[src/rtl/binary_game_ctrl_pkg.sv]
// binary_game_ctrl_pkg: shared state encoding, LFSR constants and round-time helper.
package binary_game_ctrl_pkg;

    localparam logic [1:0] ST_IDLE   = 2'd0;
    localparam logic [1:0] ST_PLAY   = 2'd1;
    localparam logic [1:0] ST_RESULT = 2'd2;
    localparam logic [1:0] ST_OVER   = 2'd3;

    // Galois form of x^16 + x^14 + x^13 + x^11, shifting right
    localparam logic [15:0] LFSR_TAPS     = 16'hB400;
    localparam logic [15:0] LFSR_SEED_DEF = 16'hACE1;

    function automatic longint unsigned alloc_time(input longint unsigned lvl, input longint unsigned base,
                                                   input longint unsigned step, input longint unsigned min_t);
        longint unsigned t;
        t = (lvl * step >= base) ? 64'd0 : base - lvl * step;
        return (t < min_t) ? min_t : t;
    endfunction

endpackage

[src/rtl/binary_game_ctrl_if.sv]
// binary_game_ctrl_if: button/switch inputs and display-facing game status.
interface binary_game_ctrl_if #(
    parameter int NUM_W   = 4,
    parameter int LEVEL_W = 8,
    parameter int TIME_W  = 5
);
    logic               start;
    logic               guess_valid;
    logic [NUM_W-1:0]   guess;
    logic [1:0]         state;
    logic [NUM_W-1:0]   target;
    logic [LEVEL_W-1:0] level;
    logic [TIME_W-1:0]  time_left;
    logic [2:0]         lives;
    logic               hit;
    logic               miss;

    modport master (
        output start, guess_valid, guess,
        input  state, target, level, time_left, lives, hit, miss
    );

    modport slave (
        input  start, guess_valid, guess,
        output state, target, level, time_left, lives, hit, miss
    );
endinterface

[src/rtl/binary_game_ctrl_lfsr.sv]
// game_lfsr: free-running 16-bit Galois LFSR; a non-zero seed keeps it off the all-zero lockup.
module game_lfsr
    import binary_game_ctrl_pkg::*;
#(
    parameter logic [15:0] SEED = LFSR_SEED_DEF
) (
    input  logic        clk,
    input  logic        rst,
    output logic [15:0] o_value
);
    logic [15:0] r_lfsr;

    always_ff @(posedge clk or posedge rst) begin
        if (rst) r_lfsr <= SEED;
        else     r_lfsr <= {1'b0, r_lfsr[15:1]} ^ (r_lfsr[0] ? LFSR_TAPS : 16'h0000);
    end

    assign o_value = r_lfsr;
endmodule

[src/rtl/binary_game_ctrl.sv]
// binary_game_ctrl: guessing-game FSM with per-level countdown, no-repeat targets and lives/level tracking.
module binary_game_ctrl
    import binary_game_ctrl_pkg::*;
#(
    parameter int          NUM_W      = 4,
    parameter int          LEVEL_W    = 8,
    parameter int          TIME_W     = 5,
    parameter int          TICK_DIV   = 50000000,
    parameter int          BASE_TIME  = 20,
    parameter int          TIME_STEP  = 1,
    parameter int          MIN_TIME   = 5,
    parameter int          LIVES      = 3,
    parameter int          RESULT_CYC = 16,
    parameter logic [15:0] LFSR_SEED  = LFSR_SEED_DEF
) (
    input logic               clk,
    input logic               rst,
    binary_game_ctrl_if.slave bus
);
    localparam int          P_W   = $clog2(TICK_DIV);
    localparam int          RC_W  = (RESULT_CYC > 1) ? $clog2(RESULT_CYC) : 1;
    localparam logic [63:0] T_MAX = (64'd1 << TIME_W) - 64'd1;

    logic [1:0]         r_state;
    logic [NUM_W-1:0]   r_target;
    logic [LEVEL_W-1:0] r_level;
    logic [TIME_W-1:0]  r_time;
    logic [2:0]         r_lives;
    logic               r_hit;
    logic               r_miss;
    logic [P_W-1:0]     r_presc;
    logic [RC_W-1:0]    r_rcnt;

    logic [15:0]        w_lfsr;
    logic               w_unused;
    logic [NUM_W-1:0]   w_cand;
    logic [NUM_W-1:0]   w_new_tgt;
    logic [63:0]        w_alloc_lvl;
    logic [63:0]        w_alloc_zero;
    logic [TIME_W-1:0]  w_alloc;
    logic [TIME_W-1:0]  w_alloc0;
    logic               w_play;
    logic               w_tick;
    logic               w_correct;
    logic               w_wrong;
    logic               w_timeout;
    logic               w_begin;

    game_lfsr #(.SEED(LFSR_SEED)) u_lfsr (
        .clk     (clk),
        .rst     (rst),
        .o_value (w_lfsr)
    );

    assign w_unused     = ^w_lfsr;
    assign w_cand       = w_lfsr[NUM_W-1:0];
    assign w_new_tgt    = (w_cand == r_target) ? w_cand ^ NUM_W'(1) : w_cand;
    assign w_alloc_lvl  = alloc_time(64'(r_level), 64'(BASE_TIME), 64'(TIME_STEP), 64'(MIN_TIME));
    assign w_alloc_zero = alloc_time(64'd0, 64'(BASE_TIME), 64'(TIME_STEP), 64'(MIN_TIME));
    assign w_alloc      = (w_alloc_lvl > T_MAX) ? TIME_W'(T_MAX) : w_alloc_lvl[TIME_W-1:0];
    assign w_alloc0     = (w_alloc_zero > T_MAX) ? TIME_W'(T_MAX) : w_alloc_zero[TIME_W-1:0];
    assign w_play       = (r_state == ST_PLAY);
    assign w_tick       = w_play && (r_presc == P_W'(TICK_DIV - 1));
    assign w_correct    = bus.guess_valid && (bus.guess == r_target);
    assign w_wrong      = bus.guess_valid && !w_correct;
    assign w_timeout    = w_tick && (r_time == TIME_W'(1));
    assign w_begin      = bus.start && (r_state == ST_IDLE || r_state == ST_OVER);

    always_ff @(posedge clk or posedge rst) begin
        if (rst) begin
            r_state  <= ST_IDLE;
            r_target <= '0;
            r_level  <= '0;
            r_time   <= '0;
            r_lives  <= 3'(LIVES);
            r_hit    <= 1'b0;
            r_miss   <= 1'b0;
            r_presc  <= '0;
            r_rcnt   <= '0;
        end else begin
            r_hit  <= 1'b0;
            r_miss <= 1'b0;
            if (w_begin) begin
                r_state  <= ST_PLAY;
                r_level  <= '0;
                r_lives  <= 3'(LIVES);
                r_target <= w_new_tgt;
                r_time   <= w_alloc0;
                r_presc  <= '0;
            end else if (w_play) begin
                r_presc <= w_tick ? '0 : r_presc + 1'b1;
                if (w_tick && r_time != '0) r_time <= r_time - 1'b1;
                // a correct guess outranks a coincident timeout
                if (w_correct) begin
                    r_hit   <= 1'b1;
                    r_level <= (&r_level) ? r_level : r_level + 1'b1;
                    r_state <= ST_RESULT;
                    r_rcnt  <= '0;
                end else if (w_wrong || w_timeout) begin
                    r_miss  <= 1'b1;
                    r_lives <= r_lives - 1'b1;
                    if (r_lives == 3'd1) begin
                        r_state <= ST_OVER;
                        r_time  <= '0;
                    end else if (w_timeout) begin
                        r_target <= w_new_tgt;
                        r_time   <= w_alloc;
                        r_presc  <= '0;
                    end
                end
            end else if (r_state == ST_RESULT) begin
                if (r_rcnt == RC_W'(RESULT_CYC - 1)) begin
                    r_state  <= ST_PLAY;
                    r_target <= w_new_tgt;
                    r_time   <= w_alloc;
                    r_presc  <= '0;
                end else begin
                    r_rcnt <= r_rcnt + 1'b1;
                end
            end
        end
    end

    assign bus.state     = r_state;
    assign bus.target    = r_target;
    assign bus.level     = r_level;
    assign bus.time_left = r_time;
    assign bus.lives     = r_lives;
    assign bus.hit       = r_hit;
    assign bus.miss      = r_miss;
endmodule
[src/flat_wrapper.sv]
// flat-port wrapper written by rule: the top's interface ports become plain ports
module binary_game_ctrl_flat import binary_game_ctrl_pkg::*;
#(
    parameter int          NUM_W      = 4,
    parameter int          LEVEL_W    = 8,
    parameter int          TIME_W     = 5,
    parameter int          TICK_DIV   = 50000000,
    parameter int          BASE_TIME  = 20,
    parameter int          TIME_STEP  = 1,
    parameter int          MIN_TIME   = 5,
    parameter int          LIVES      = 3,
    parameter int          RESULT_CYC = 16,
    parameter logic [15:0] LFSR_SEED  = LFSR_SEED_DEF
)
  (clk, rst, bus_start, bus_guess_valid, bus_guess, bus_state, bus_target, bus_level, bus_time_left, bus_lives, bus_hit, bus_miss);
  binary_game_ctrl_if #(.NUM_W(NUM_W), .LEVEL_W(LEVEL_W), .TIME_W(TIME_W)) bus_i ();
  input logic clk;
  input logic rst;
  input wire logic [$bits(bus_i.start)-1:0] bus_start;
  input wire logic [$bits(bus_i.guess_valid)-1:0] bus_guess_valid;
  input wire logic [$bits(bus_i.guess)-1:0] bus_guess;
  output wire logic [$bits(bus_i.state)-1:0] bus_state;
  output wire logic [$bits(bus_i.target)-1:0] bus_target;
  output wire logic [$bits(bus_i.level)-1:0] bus_level;
  output wire logic [$bits(bus_i.time_left)-1:0] bus_time_left;
  output wire logic [$bits(bus_i.lives)-1:0] bus_lives;
  output wire logic [$bits(bus_i.hit)-1:0] bus_hit;
  output wire logic [$bits(bus_i.miss)-1:0] bus_miss;
  assign bus_i.start = bus_start;
  assign bus_i.guess_valid = bus_guess_valid;
  assign bus_i.guess = bus_guess;
  assign bus_state = bus_i.state;
  assign bus_target = bus_i.target;
  assign bus_level = bus_i.level;
  assign bus_time_left = bus_i.time_left;
  assign bus_lives = bus_i.lives;
  assign bus_hit = bus_i.hit;
  assign bus_miss = bus_i.miss;
  binary_game_ctrl #(.NUM_W(NUM_W), .LEVEL_W(LEVEL_W), .TIME_W(TIME_W), .TICK_DIV(TICK_DIV), .BASE_TIME(BASE_TIME), .TIME_STEP(TIME_STEP), .MIN_TIME(MIN_TIME), .LIVES(LIVES), .RESULT_CYC(RESULT_CYC), .LFSR_SEED(LFSR_SEED)) u_core (.clk(clk), .rst(rst), .bus(bus_i));
endmodule
[config.mk]
export PLATFORM = sky130hd
export DESIGN_NAME = binary_game_ctrl_flat
export DESIGN_NICKNAME = d
export VERILOG_FILES = /design/src/rtl/binary_game_ctrl_pkg.sv /design/src/rtl/binary_game_ctrl_if.sv /design/src/rtl/binary_game_ctrl_lfsr.sv /design/src/rtl/binary_game_ctrl.sv /design/src/flat_wrapper.sv
export SDC_FILE = /design/constraint.sdc
export NUM_CORES = 1
export LEC_CHECK = 0
export ABC_AREA = 0
export ABC_CLOCK_PERIOD_IN_PS = 6700
export CAP_MARGIN = 0
export CORE_MARGIN = 1.5
export CORE_UTILIZATION = 65
export DETAILED_ROUTE_END_ITERATION = 10
export DONT_BUFFER_PORTS = 1
export PLACE_DENSITY_LB_ADDON = 0.15
export SLEW_MARGIN = 30
export SYNTH_ARGS = -nofsm -noshare
export SYNTH_HDL_FRONTEND = slang
export SYNTH_HIERARCHICAL = 1
export SYNTH_SLANG_ARGS = --single-unit
[constraint.sdc]
create_clock -name clk -period 6.7 [get_ports clk]
set_input_delay 1.005 -clock clk [delete_from_list [all_inputs] [get_ports clk]]
set_output_delay 1.005 -clock clk [all_outputs]
set_load 0.03 [all_outputs]
==> results of run 1 <==
==> placed cells by master (no fill, tap or decap), types with 3 or more instances in the layout <==
cell type                   count
sky130_fd_sc_hd__dfrtp_1       60
sky130_fd_sc_hd__nor2_1        38
sky130_fd_sc_hd__nand2_1       34
sky130_fd_sc_hd__xor2_1        27
sky130_fd_sc_hd__o21ai_0       24
sky130_fd_sc_hd__nand3_1       16
sky130_fd_sc_hd__inv_1         16
sky130_fd_sc_hd__a21oi_1       14
sky130_fd_sc_hd__nor3_1        13
sky130_fd_sc_hd__nand4_1       12
sky130_fd_sc_hd__xnor2_1       11
sky130_fd_sc_hd__ha_1          10
sky130_fd_sc_hd__dfstp_2       10
sky130_fd_sc_hd__clkbuf_8       9
sky130_fd_sc_hd__o31ai_1        8
sky130_fd_sc_hd__and3_1         6
sky130_fd_sc_hd__and4_1         5
sky130_fd_sc_hd__a31oi_1        5
sky130_fd_sc_hd__and2_1         4
sky130_fd_sc_hd__nor2b_1        4
sky130_fd_sc_hd__mux2i_1        4
sky130_fd_sc_hd__buf_4          4
sky130_fd_sc_hd__or4_1          3
sky130_fd_sc_hd__or3b_2         3
sky130_fd_sc_hd__or4b_1         3
sky130_fd_sc_hd__mux2_2         3
sky130_fd_sc_hd__nor4_1         3
sky130_fd_sc_hd__nor3b_1        3
sky130_fd_sc_hd__a211oi_1       3
sky130_fd_sc_hd__o2111ai_1      3
==> cell type report <==
class | count | area (um^2)
flip-flops and latches | 70 | 1764
fillers | 434 | 1498
repair buffers | 4 | 30.03
clock buffers | 9 | 123.9
clock inverters | 7 | 105.1
multi-input cells | 297 | 1933
inverters | 17 | 63.81
well taps | 72 | 90.09
==> through the flow <==
step	util, %	power [mW]	hold WS [ps]	area, um^2	std cells
6_report	73.29	1.392	353.8	4110	476
5_1_grt	73.29	1.469	362.1	4110	476
4_1_cts	73.18	1.389	359.0	4104	476
3_5_place_dp	69.10	0.9965	337.8	3875	460
3_3_place_gp	69.10	0.9792	336.2	3875	460
2_1_floorplan	-	0.8929	331.2	3825	402
==> sequential cells by signal (all words and copies together), names as in the netlist <==
name,count
u_core/bus.hit,1
u_core/bus.level,8
u_core/bus.lives,3
u_core/bus.miss,1
u_core/bus.state,2
u_core/bus.target,4
u_core/bus.time_left,5
u_core/r_presc,26
u_core/r_rcnt,4
u_core/u_lfsr/o_value,16
==> worst paths after layout <==
path                                                    startpoint                                  to  slack, ps  cells after the start
worst max-delay path               u_core/bus.state[0]$_DFFE_PP0P_      u_core/r_presc[14]$_DFFE_PP0P_       3480                      9
worst min-delay path            u_core/u_lfsr/o_value[9]$_DFF_PP0_  u_core/u_lfsr/o_value[8]$_DFF_PP0_        350                      0
worst max register to register     u_core/bus.state[0]$_DFFE_PP0P_      u_core/r_presc[14]$_DFFE_PP0P_       3480                      9
worst min register to register  u_core/u_lfsr/o_value[9]$_DFF_PP0_  u_core/u_lfsr/o_value[8]$_DFF_PP0_        350                      0
max in group asynchronous                                      rst     u_core/bus.state[0]$_DFFE_PP0P_       5540                      2
min in group asynchronous                                      rst  u_core/u_lfsr/o_value[8]$_DFF_PP0_        580                      1
==> layer usage <==
metal / track usage, % / routed length (um) / share of wire (%)
met2: 41.19 / 3748 / 45
met3: 7.086 / 656 / 7.8
met5: 0 / 0 / 0
met4: 11.75 / 133 / 1.6
met1: 40.98 / 3826 / 46
==> worst max-delay path: stages (launching register included) <==
cell and delay, ps:
sky130_fd_sc_hd__dfrtp_1 540, sky130_fd_sc_hd__inv_1 110, sky130_fd_sc_hd__ha_1 370, sky130_fd_sc_hd__and2_1 530, sky130_fd_sc_hd__nor3_1 110, sky130_fd_sc_hd__buf_4 230, sky130_fd_sc_hd__nor3_1 680, sky130_fd_sc_hd__nand4_1 230
sky130_fd_sc_hd__xor2_1 220, sky130_fd_sc_hd__nor2_1 60
==> synth_stat cells (all sizes together), types with 4 or more instances <==
library cell / number / area (um^2)
buf: 4 / 17.52
nand3: 16 / 80.08
ha: 10 / 125.1
inv: 17 / 63.81
and3: 6 / 37.54
nor4: 4 / 25.02
nor2: 39 / 148.9
nor3b: 4 / 35.03
and2: 4 / 25.02
o21ai: 24 / 120.1
dfrtp: 60 / 1501
xor2: 27 / 236.5
xnor2: 11 / 96.34
o31ai: 8 / 60.06
nor3: 13 / 65.06
nor2b: 4 / 25.02
nand4: 12 / 75.07
a21oi: 14 / 70.07
mux2i: 4 / 40.04
dfstp: 10 / 262.8
nand2: 34 / 127.6
a31oi: 5 / 31.28
clkbuf: 14 / 52.55
and4: 5 / 43.79
==> kinds of logic after synthesis <==
group                      synth area share, %
DFF                                      46.12
buffers and inverters                    3.500
AOI/OAI and AO/OA                        14.72
xor gates and xnor gates                 8.701
adders and majority gates                3.271
muxes                                    1.930
and+or+nand+nor                          21.75
==> power breakdown <==
part	total (mW)	leakage, nW	switching, mW	internal, mW
clock	0.393	0.112	0.177	0.215
sequential	0.583	0.914	0.112	0.470
combinational	0.417	0.776	0.270	0.147
total	1.39	1.80	0.560	0.832
==> flow_summary.ini, run 1 <==
[grt]
gr-usage-all-layers_pct = 28.54
via_count_of_the_first_global_routing_pass = 2874
grt_antenna_before_repair = 0
grt_first_pass_wirelength_mm = 13.93
grt_start_max_net_pins = 55
grt_remaining_overflow = 0

[clock_network]
holdBufCountCts = 0
clkSinkCount = 70
cts-root-to-sink-buffers = 2
cts-root-buf = sky130_fd_sc_hd__clkbuf_8
htree_levels = 3
reg_clk_slew_reported_paths_ps = 80
post_cts_buffers = 0
clk-insertion-delay-late_ps = 350
tritoncts = yes
post_cts_resize_count = 0
numCtsBuffers = 9

[critical_path]
required_time_of_the_critical_path_ps = 6910
startpoint_type = register
crit_path_max_fanout = 17
path_class = register to register
timing.critical_path.arrival_ps = 3430
worst_setup_path_end_kind = register

[die]
core_footprint_um2 = 5608
starting_density_of_the_core_pct = 68.21
die-height_um = 79.71
die_width_um = 79.71
io-pin-count = 32
fp.dieArea_um2 = 6354
rows = 27

[routing]
dr_total_vias = 3111
route.detailed.drc = 0
detail_route.wl_per_cell_um = 17.57
drt_wl_total_mm = 8.364
violation_count_after_the_first_detailed_route_iteration = 232
postRouteAntennaNets = 0
drt-pass1-iter-count = 5
detail_route.vias_per_cell = 6.536

[synth]
synth_sequential_area_ratio_pct = 46.12
syn_nets = 420
yosysWarningCount = 6
mappedNetlistArea_um2 = 3825
async_reset_ff_share_pct = 100.0
ff_latch_count_synth = 70
synth-edff-count = 0
yosys.cell_types.count = 60
avgSynthCellArea_um2 = 9.515
ys_dominant_reg_cell = sky130_fd_sc_hd__dfrtp_1
syn_inst = 402

[sta]
worst_slew_margin_rel_pct = 41.68
grt_setup_unrepaired = no
finClkSkew_ps = 10.19
final.min_clock_period_ps = 3221
final-hold-violation-count = 0
max_slew.worst_pin.slew_ps = 868.1
report.final.setup_viol = 0
final_critical_path_setup_slack_ps = 3479
maxSlewViolCount = 0
fmax_mhz = 310.5
finalSetupTns_ps = 0
fin_crit_sh_pct = 48.07

[place]
hpwl_dp_mm = 5.687
gp_congestion = 0.8711
buffer_ports.inserted = 0
dp_worst_setup_slack_ps = 3411

[worst_hold_path]
holdCritPathClass = register to register

[finish]
nets = 417
layout-area-overhead-vs-synth_pct = 7.458
drive_gt1_share_pct = 10.40
antennaDiodeCount = 0

[job]
drv.max_cap_violation_count = 0

[power]
leakage_nw = 1.803
power_per_cell_area_nw_per_um2 = 338.6
max-vdd-ir-drop_mv = 0.2899

[status]
outcome = complete, no violations
Note: power is estimated with default switching activity, not from simulation.
==> run 2: changes to the inputs <==
- ABC_CLOCK_PERIOD_IN_PS: 6700 -> 3200
- CORE_UTILIZATION: 65 -> 63
- clock period: 6.7 -> 3.2 ns (I/O delays scaled with it)
==> run 2 against run 1 <==
  * First-iteration DRC count increased by 4.7%
  * Clock power increased by 75%
  * Die area increased by 3.1%
  * Power increased by 110%
  * Sequential share of layout area decreased by 0.30 points
  * Via count increased by 0.23%
  * Critical path depth decreased by 1
  * Clock-buffer cell count unchanged
  * Sequential cell count unchanged
  * Utilization decreased by 3.0 points
  * Final cell count increased by 2.7%
  * Critical endpoint is now u_core/bus.time_left[1]$_DFFE_PP0P_
==> flow_summary.ini, run 2 (synthesis results as in run 1) <==
[status]
outcome = complete, no violations

[power]
leakage_nw = 1.831
max-vdd-ir-drop_mv = 0.5128
power_per_cell_area_nw_per_um2 = 691.8

[finish]
antennaDiodeCount = 0
layout-area-overhead-vs-synth_pct = 8.211
nets = 427
finish.utilization_pct = 70.32
highest_count_cells_in_the_layout_ignoring_fill_and_taps = sky130_fd_sc_hd__dfrtp_1, sky130_fd_sc_hd__nor2_1, sky130_fd_sc_hd__nand2_1, sky130_fd_sc_hd__xor2_1, sky130_fd_sc_hd__o21ai_0
largest_register_ff_count = 26
layout.cells.most_common = sky130_fd_sc_hd__dfrtp_1
largest-register = u_core/r_presc
drive_gt1_share_pct = 12.32
stdcell_count = 489

[sta]
finClkSkew_ps = 11.22
fmax_mhz = 354.7
worst_slew_margin_rel_pct = 43.76
final_critical_path_setup_slack_ps = 380.5
final-hold-violation-count = 0
finalSetupTns_ps = 0
grt_setup_unrepaired = no
max_slew.worst_pin.slew_ps = 842.4
report.final.setup_viol = 0
final.min_clock_period_ps = 2819
whs_ps = 53.91
fin_crit_sh_pct = 88.11
maxSlewViolCount = 0

[critical_path]
critical_path.n_buffers_inverters = 1
required_time_of_the_critical_path_ps = 3440
timing.critical_path.slowest_cell_delay_ps = 620
timing.critical_path.arrival_ps = 3060
r2r_setup_slack_ps = 380
critical_path_cell_list = inv_1 -> ha_1 -> or4b_1 -> or4b_1 -> or3_1 -> a21oi_1 -> nor4_1 -> a211o_1
slowest_stage_cell_on_the_critical_path = sky130_fd_sc_hd__or4b_1
crit_path_max_fanout = 7
timing.reg2reg.worst_path_depth = 8
startpoint_type = register
worst_r2r_startpoint = u_core/bus.time_left[1]$_DFFE_PP0P_
critical-path-top-delay-family = simple AND/OR/NAND/NOR gates
critical_path.reg2reg.endpoint = u_core/bus.time_left[1]$_DFFE_PP0P_
path_class = register to register
cp_common_cell = sky130_fd_sc_hd__or4b_1
worst_setup_path_end_kind = register

[clock_network]
post_cts_resize_count = 0
post_cts_buffers = 0
tritoncts = yes
htree_levels = 3
clkSinkCount = 70
clk-insertion-delay-late_ps = 360
cts-root-to-sink-buffers = 2
reg_clk_slew_reported_paths_ps = 90
cts-root-buf = sky130_fd_sc_hd__clkbuf_8
numCtsBuffers = 9
holdBufCountCts = 0

[routing]
dr_total_vias = 3118
route.detailed.drc = 0
violation_count_after_the_first_detailed_route_iteration = 243
detail_route.vias_per_cell = 6.376
drt-pass1-iter-count = 5
drt_wl_total_mm = 9.050
detail_route.wl_per_cell_um = 18.51
postRouteAntennaNets = 0

[die]
die-height_um = 80.92
die_width_um = 80.92
starting_density_of_the_core_pct = 64.99
io-pin-count = 32
fp.dieArea_um2 = 6548
core_footprint_um2 = 5886
rows = 28

[grt]
gr-usage-all-layers_pct = 29.16
grt_start_max_net_pins = 39
via_count_of_the_first_global_routing_pass = 2970
grt_antenna_before_repair = 0
grt_remaining_overflow = 0
grt_first_pass_wirelength_mm = 14.42

[place]
gp_congestion = 0.9514
dp_worst_setup_slack_ps = 459.8
hpwl_dp_mm = 6.318
post-place-cells = 473
buffer_ports.inserted = 0

[worst_hold_path]
holdCritPathClass = input port to async pin

[job]
drv.max_cap_violation_count = 0
run 2: cell count changes in the layout (fill, tap and decap cells not counted), sizes merged:
cell,previous run,this run
bufinv,2,0
inv,20,22
buf,4,14
clkinv,1,0
clkinvlp,1,2
run 2: area by class of cell:
class / count / area, um^2
clock inverter: 7 / 61.31
inverter: 17 / 63.81
sequential: 70 / 1764
clock buffer: 9 / 123.9
fill: 422 / 1747
multi-input combinational: 297 / 1927
tap: 75 / 93.84
timing repair buffer: 14 / 105.1
run 2: metrics by stage:
stage | power, mW | area [um^2]
finish | 2.864 | 4139
global route | 3.006 | 4139
CTS | 2.862 | 4139
detailed placement | 2.165 | 3954
global placement | 2.135 | 3954
floorplan | 1.870 | 3825
run 2: worst max-delay path by stage:
| stage | startpoint | end | slack [ps] | depth (start not counted) |
|---|---|---|---|---|
| after floorplan | u_core/bus.time_left[0]$_DFFE_PP0P_ | u_core/bus.time_left[1]$_DFFE_PP0P_ | 400 | 8 |
| after global placement | u_core/r_presc[9]$_DFFE_PP0P_ | u_core/bus.time_left[3]$_DFFE_PP0P_ | 510 | 6 |
| after detailed placement | u_core/bus.time_left[1]$_DFFE_PP0P_ | u_core/bus.time_left[1]$_DFFE_PP0P_ | 460 | 8 |
| after CTS | u_core/bus.time_left[1]$_DFFE_PP0P_ | u_core/bus.time_left[1]$_DFFE_PP0P_ | 430 | 8 |
| after global routing | u_core/bus.time_left[1]$_DFFE_PP0P_ | u_core/bus.lives[0]$_DFFE_PP1P_ | 280 | 8 |
| final | u_core/bus.time_left[1]$_DFFE_PP0P_ | u_core/bus.time_left[1]$_DFFE_PP0P_ | 380 | 8 |
run 2: power by group:
| group | internal [mW] | total, mW | switching (mW) |
|---|---|---|---|
| clock | 0.297 | 0.687 | 0.389 |
| sequential | 0.985 | 1.15 | 0.165 |
| combinational | 0.343 | 1.03 | 0.684 |
run 2: metal layers:
| metal | share of wire [%] | up-vias | track usage [%] |
|---|---|---|---|
| met4 | 1.3 | 0 | 11.38 |
| met3 | 5.4 | 12 | 6.067 |
| met1 | 45 | 1518 | 39.68 |
| li1 | - | 1472 | - |
| met5 | 0 | - | 0 |
| met2 | 48 | 116 | 45.75 |
